<file path="src/rtl/cla_pkg.sv">
// Shared types and configuration helpers for the pipelined carry-lookahead adder.
// The stage record is sized for the widest supported operand; each instance uses the low WIDTH bits.
package cla_pkg;

    localparam int CLA_MAX_W = 64;

    typedef enum logic {
        OP_ADD = 1'b0,
        OP_SUB = 1'b1
    } op_e;

    typedef struct packed {
        logic                 valid;
        op_e                  op;
        logic [CLA_MAX_W-1:0] a_rem;
        logic [CLA_MAX_W-1:0] b_rem;
        logic [CLA_MAX_W-1:0] sum_done;
        logic                 carry;
    } stage_t;

    function automatic int cla_nstg(input int width, input int seg);
        return width / seg;
    endfunction

    function automatic bit cla_cfg_ok(input int width, input int seg);
        return (seg >= 2) && (seg <= 8) && (width >= seg) &&
               ((width % seg) == 0) && (width <= CLA_MAX_W);
    endfunction

endpackage

</file>
<file path="src/rtl/pipelined_cla_adder_cla_group.sv">
// Combinational SEG-bit carry-lookahead group.
// Every carry is a flat sum of generate/propagate products, so nothing ripples inside the group.
module cla_group
    import cla_pkg::*;
#(
    parameter int SEG = 4
) (
    input  logic [SEG-1:0] a,
    input  logic [SEG-1:0] b,
    input  logic           ci,
    output logic [SEG-1:0] s,
    output logic           co,
    output logic           c_msb_in
);

    logic [SEG-1:0] g;
    logic [SEG-1:0] p;
    logic [SEG:0]   c;

    assign g = a & b;
    assign p = a ^ b;

    always_comb begin
        logic term;
        logic acc;
        term = 1'b0;
        acc  = 1'b0;
        c    = '0;
        c[0] = ci;
        for (int i = 0; i < SEG; i++) begin
            acc = 1'b0;
            for (int j = 0; j <= i; j++) begin
                term = g[j];
                for (int k = j + 1; k <= i; k++) begin
                    term = term & p[k];
                end
                acc = acc | term;
            end
            term = ci;
            for (int k = 0; k <= i; k++) begin
                term = term & p[k];
            end
            c[i+1] = acc | term;
        end
    end

    assign s        = p ^ c[SEG-1:0];
    assign co       = c[SEG];
    assign c_msb_in = c[SEG-1];

endmodule

</file>
<file path="src/rtl/pipelined_cla_adder.sv">
// Pipelined carry-lookahead adder/subtractor, one SEG-bit group per stage, valid/ready on both sides.
// Operands are registered on accept; stage k adds segment k and hands its carry to stage k+1.
module pipelined_cla_adder
    import cla_pkg::*;
#(
    parameter int WIDTH = 16,
    parameter int SEG   = 4
) (
    input  logic             clk,
    input  logic             rst_n,
    input  logic             in_valid,
    output logic             in_ready,
    input  logic [WIDTH-1:0] a,
    input  logic [WIDTH-1:0] b,
    input  logic             cin,
    input  logic             op,
    output logic             out_valid,
    input  logic             out_ready,
    output logic [WIDTH-1:0] sum,
    output logic             cout,
    output logic             ovf
);

    localparam int NSTG = cla_nstg(WIDTH, SEG);

    if (!cla_cfg_ok(WIDTH, SEG)) begin : g_cfg_err
        $error("pipelined_cla_adder: WIDTH must be a multiple of SEG with SEG in 2..8");
    end

    stage_t stg_q [NSTG];
    stage_t stg_d [NSTG];

    logic             out_valid_q, out_valid_d;
    logic [WIDTH-1:0] sum_q, sum_d;
    logic             cout_q, cout_d;
    logic             ovf_q, ovf_d;

    logic [SEG-1:0] grp_s  [NSTG];
    logic           grp_co [NSTG];
    logic           grp_cm [NSTG];

    logic advance;
    logic accept;

    assign advance  = out_ready || !out_valid_q;
    assign accept   = in_valid && advance;
    assign in_ready = advance;

    for (genvar k = 0; k < NSTG; k++) begin : g_stage
        cla_group #(.SEG(SEG)) u_grp (
            .a        (stg_q[k].a_rem[k*SEG +: SEG]),
            .b        (stg_q[k].b_rem[k*SEG +: SEG]),
            .ci       (stg_q[k].carry),
            .s        (grp_s[k]),
            .co       (grp_co[k]),
            .c_msb_in (grp_cm[k])
        );
    end

    always_comb begin
        logic [CLA_MAX_W-1:0] last_sum;
        stg_d       = stg_q;
        out_valid_d = out_valid_q;
        sum_d       = sum_q;
        cout_d      = cout_q;
        ovf_d       = ovf_q;
        last_sum    = stg_q[NSTG-1].sum_done;
        last_sum[(NSTG-1)*SEG +: SEG] = grp_s[NSTG-1];

        if (advance) begin
            // Bubbles carry all-zero data so an idle pipeline settles to a zero result.
            stg_d[0] = '0;
            if (accept) begin
                stg_d[0].valid            = 1'b1;
                stg_d[0].op               = op_e'(op);
                stg_d[0].a_rem[WIDTH-1:0] = a;
                stg_d[0].b_rem[WIDTH-1:0] = op ? ~b : b;
                stg_d[0].carry            = op ? 1'b1 : cin;
            end
            for (int k = 1; k < NSTG; k++) begin
                stg_d[k] = stg_q[k-1];
                stg_d[k].sum_done[(k-1)*SEG +: SEG] = grp_s[k-1];
                stg_d[k].carry = grp_co[k-1];
            end
            out_valid_d = stg_q[NSTG-1].valid;
            sum_d       = last_sum[WIDTH-1:0];
            cout_d      = grp_co[NSTG-1];
            ovf_d       = grp_co[NSTG-1] ^ grp_cm[NSTG-1];
        end
    end

    always_ff @(posedge clk or negedge rst_n) begin
        if (!rst_n) begin
            for (int k = 0; k < NSTG; k++) begin
                stg_q[k] <= '0;
            end
            out_valid_q <= 1'b0;
            sum_q       <= '0;
            cout_q      <= 1'b0;
            ovf_q       <= 1'b0;
        end else begin
            for (int k = 0; k < NSTG; k++) begin
                stg_q[k] <= stg_d[k];
            end
            out_valid_q <= out_valid_d;
            sum_q       <= sum_d;
            cout_q      <= cout_d;
            ovf_q       <= ovf_d;
        end
    end

    assign out_valid = out_valid_q;
    assign sum       = sum_q;
    assign cout      = cout_q;
    assign ovf       = ovf_q;

endmodule

</file>
<file path="config.mk">
export PLATFORM = sky130hd
export DESIGN_NAME = pipelined_cla_adder
export DESIGN_NICKNAME = d
export VERILOG_FILES = /design/src/rtl/cla_pkg.sv /design/src/rtl/pipelined_cla_adder_cla_group.sv /design/src/rtl/pipelined_cla_adder.sv
export SDC_FILE = /design/constraint.sdc
export NUM_CORES = 1
export LEC_CHECK = 0
export BUFFER_PORTS_ARGS = -buffer_cell sky130_fd_sc_hd__buf_4
export CAP_MARGIN = 20
export CORE_ASPECT_RATIO = 0.8
export CORE_MARGIN = 3
export CORE_UTILIZATION = 58
export CTS_CLUSTER_SIZE = 40
export DETAILED_ROUTE_END_ITERATION = 10
export PLACE_DENSITY = 0.79
export SLEW_MARGIN = 20
export SYNTH_ARGS = -nofsm -noshare
export SYNTH_HDL_FRONTEND = slang
export SYNTH_SLANG_ARGS = --single-unit
</file>
<file path="constraint.sdc">
create_clock -name clk -period 2.4 [get_ports clk]
set_input_delay 0.72 -clock clk [delete_from_list [all_inputs] [get_ports clk]]
set_output_delay 0.72 -clock clk [all_outputs]
set_load 0.1 [all_outputs]
</file>
==> run_results.csv <==
group,metric,value,unit
placement,port_buffers,57,
synthesis,synth_cells,597,
sta,skew,0.00825,ns
synthesis,avgSynthCellArea,9.45,um2
sta,setup-violations-final,0,
sta,setup_tns,0,ns
clocking,clk_pin_slew,0.05,ns
clocking,cts_max_level,4,
sta,finalHoldViolCount,0,
finish,fin_nets,709,
route,avgRoutedWirePerCell,14.2,um
route,drc,0,
global_routing,grt_pass1_wl,18800,um
floorplan,initial_core_util,60.9,%
finish,n_antenna_cell,0,
floorplan,std_cell_rows,31,
sta,relSlewSlack,64.9,%
sta,finalCritPeriodShare,87.4,%
sta,timing.final.max_slew_violations,0,
sta,clock.fmax,477,MHz
global_routing,antenna_found_initial,0,
finish,final_layout_size_suffix_gt1_share,15.5,%
synthesis,yosys.area_share.simple,21.7,%
critical_path,crit_type,"in2out",
sta,period_minus_slack,2.10,ns
critical_path,endpoint_kind,"output pin",
clocking,postCtsSetupBuffers,0,
route,num_vias,4044,
synthesis,syn-num-nets,659,
clocking,cts.sinks,131,
clocking,clockBufferDepth,2,
route,final_antenna_net_count,0,
sta,rsz0062_at_grt,"no",
sta,tightest_slew,0.526,ns
synthesis,netlist_area,5640,um2
floorplan,die_x,116,um
synthesis,yosysWarnings,0,
clocking,ctsResizeCount,0,
synthesis,synth_xor_area_share,3.10,%
placement,place_hpwl,6930,um
synthesis,yosys.area.top_type,"dfrtp_1",
critical_path,critPathArrivalTime,1.38,ns
clocking,cts_tree,"yes",
route,drt_iter0_markers,337,
global_routing,grt_usage,22.3,%
power_and_ir_drop,ir_drop,0.655,mV
critical_path,start_kind,"input port",
clocking,clock_latency,0.41,ns
synthesis,muxShareOfSynthArea,0,%
route,vias_per_cell,5.22,
floorplan,fp.coreArea,9270,um2
route,finalWirelength,11000,um
synthesis,ys_ff_latch,131,
global_routing,grt_pass1_vias,3991,
clocking,root_buffer,"clkbuf_16",
global_routing,overflow,0,
power_and_ir_drop,finalPower,9.92,mW
synthesis,synth_cell_types,31,
critical_path,crit_required,1.68,ns
finish,fillerInstances,629,
route,drt_pre_antenna_iters,5,
floorplan,die-area,11000,um2
synthesis,synth_top_family_by_area,"simple AND/OR/NAND/NOR gates",
min_path,hold_class,"in2async",
synthesis,yosysSeqAreaShare,58.1,%
finish,area_delta_synth_final,20.9,%
run,maxCapViolations,0,
power_and_ir_drop,leakagePower,3.62,nW
synthesis,synthAdderAreaFrac,5.85,%
floorplan,die_h,94.2,um
critical_path,cp_max_fo,2,
clocking,cts_buffers,17,
status,status,"finished, final reports clean",
placement,gp_congestion,0.793,
clocking,cts-hold-fix-buffers,0,
synthesis,synthTopCellsByArea,"dfrtp_1 58%, nand2_1 18%, ha_1 4.4%, xnor2_1 2.5%, o21ai_0 2.3%",
synthesis,synth-compound-area-share,7.52,%
power_and_ir_drop,power.density,1450,nW/um2
global_routing,grt_max_degree,124,
synthesis,synth_top_area_share,58.1,%
floorplan,io_pins,58,
power breakdown:
part,leakage [nW],switching [mW],internal (mW),total (mW)
registers,1.67,0.484,3.06,3.54
clock network,0.307,0.952,1.89,2.85
logic,1.64,2.48,1.05,3.53
state kept, by name, indices dropped and copies added, names as in the netlist:
register / count
ovf: 1
out_valid: 1
sum: 16
stg_q: 112
cout: 1
layer usage:
| layer | vias to the layer above | global-route usage [%] | share of wire [%] |
|---|---|---|---|
| met5 | - | 0 | 0 |
| met2 | 97 | 34.0 | 48 |
| met4 | 0 | 7.44 | 1.4 |
| met1 | 1923 | 30.8 | 46 |
| li1 | 2005 | - | - |
| met3 | 19 | 6.70 | 4.6 |
through the flow:
stage / hold WS, ns / util (%) / instance area [um2] / setup slack (ns) / std cells
after floorplan: 0.424 / - / 5650 / 0.195 / 597
after global routing: 0.127 / 73.6 / 6820 / 0.284 / 775
after detailed placement: 0.455 / 66.4 / 6160 / 0.310 / 743
after CTS: 0.124 / 73.6 / 6820 / 0.310 / 775
after global placement: 0.446 / 66.4 / 6160 / 0.315 / 743
final: 0.132 / 73.6 / 6820 / 0.303 / 775
synthesized netlist by cell type, drive strengths merged:
library cell and count:
o31ai 5, and2 3, ha 20, or4b 1
a22oi 3, nand3 17, nor2 12, o21a 9
or3 3, xor2 4, a21o 4, o21ai 26
o211ai 2, o22ai 1, a21oi 8, nand2 267
nand2b 2, clkbuf 5, o211a 4, a31o 3
nor3 5, dfrtp 131, inv 13, o31a 1
fa 4, xnor2 16, buf 27, nor2b 1
critical path, cell delays in order:
cell	delay, ns
buf_4	0.12
nor2b_4	0.18
clkinv_2	0.11
buf_4	0.24
cells by family after synthesis:
logic type,Yosys count
flip-flops,131
buffers and inverters,45
AO/OA/AOI/OAI,66
adder cells (fa/ha/maj),24
AND/OR/NAND/NOR,311
XOR/XNOR,20
cells in the final DEF, fill, tap and decap left out, drive strengths merged, types with 2 or more instances in the layout:
master / n
nand2: 267
dfrtp: 131
buf: 63
o21ai: 26
ha: 20
clkbuf: 19
nand3: 17
xnor2: 16
inv: 12
nor2: 12
o21a: 9
a21oi: 8
nor3: 5
o31ai: 5
clkinvlp: 5
bufinv: 5
xor2: 4
o211a: 4
a21o: 4
fa: 4
clkinv: 4
a22oi: 3
or3: 3
and2: 3
a31o: 3
o211ai: 2
nand2b: 2
layout make-up:
| type | instances | area [um2] | area share (%) |
|---|---|---|---|
| Clock inverter | 13 | 206 | 3.03 |
| Multi-Input combinational cell | 421 | 2160 | 31.7 |
| Tap cell | 115 | 144 | 2.11 |
| Inverter | 13 | 50.0 | 0.734 |
| Timing Repair Buffer | 63 | 523 | 7.67 |
| Clock buffer | 19 | 453 | 6.64 |
| Sequential cell | 131 | 3280 | 48.1 |
path summary, 6_finish.rpt:
| kind | from | endpoint | slack [ns] | depth (start not counted) |
|---|---|---|---|---|
| max | out_ready | in_ready | 0.30 | 4 |
| min | rst_n | stg_q[274]$_DFFE_PN0N_ | 0.13 | 1 |
| max in group asynchronous | rst_n | out_valid$_DFFE_PN0N_ | 1.72 | 2 |
| min in group clk | sum[4]$_DFFE_PN0N_ | sum[4]$_DFFE_PN0N_ | 0.46 | 2 |
| min reg2reg | sum[4]$_DFFE_PN0N_ | sum[4]$_DFFE_PN0N_ | 0.46 | 2 |
| max reg2reg | stg_q[268]$_DFFE_PN0N_ | stg_q[12]$_DFFE_PN0N_ | 0.60 | 5 |
No activity file was read; power rests on OpenSTA's default activity.
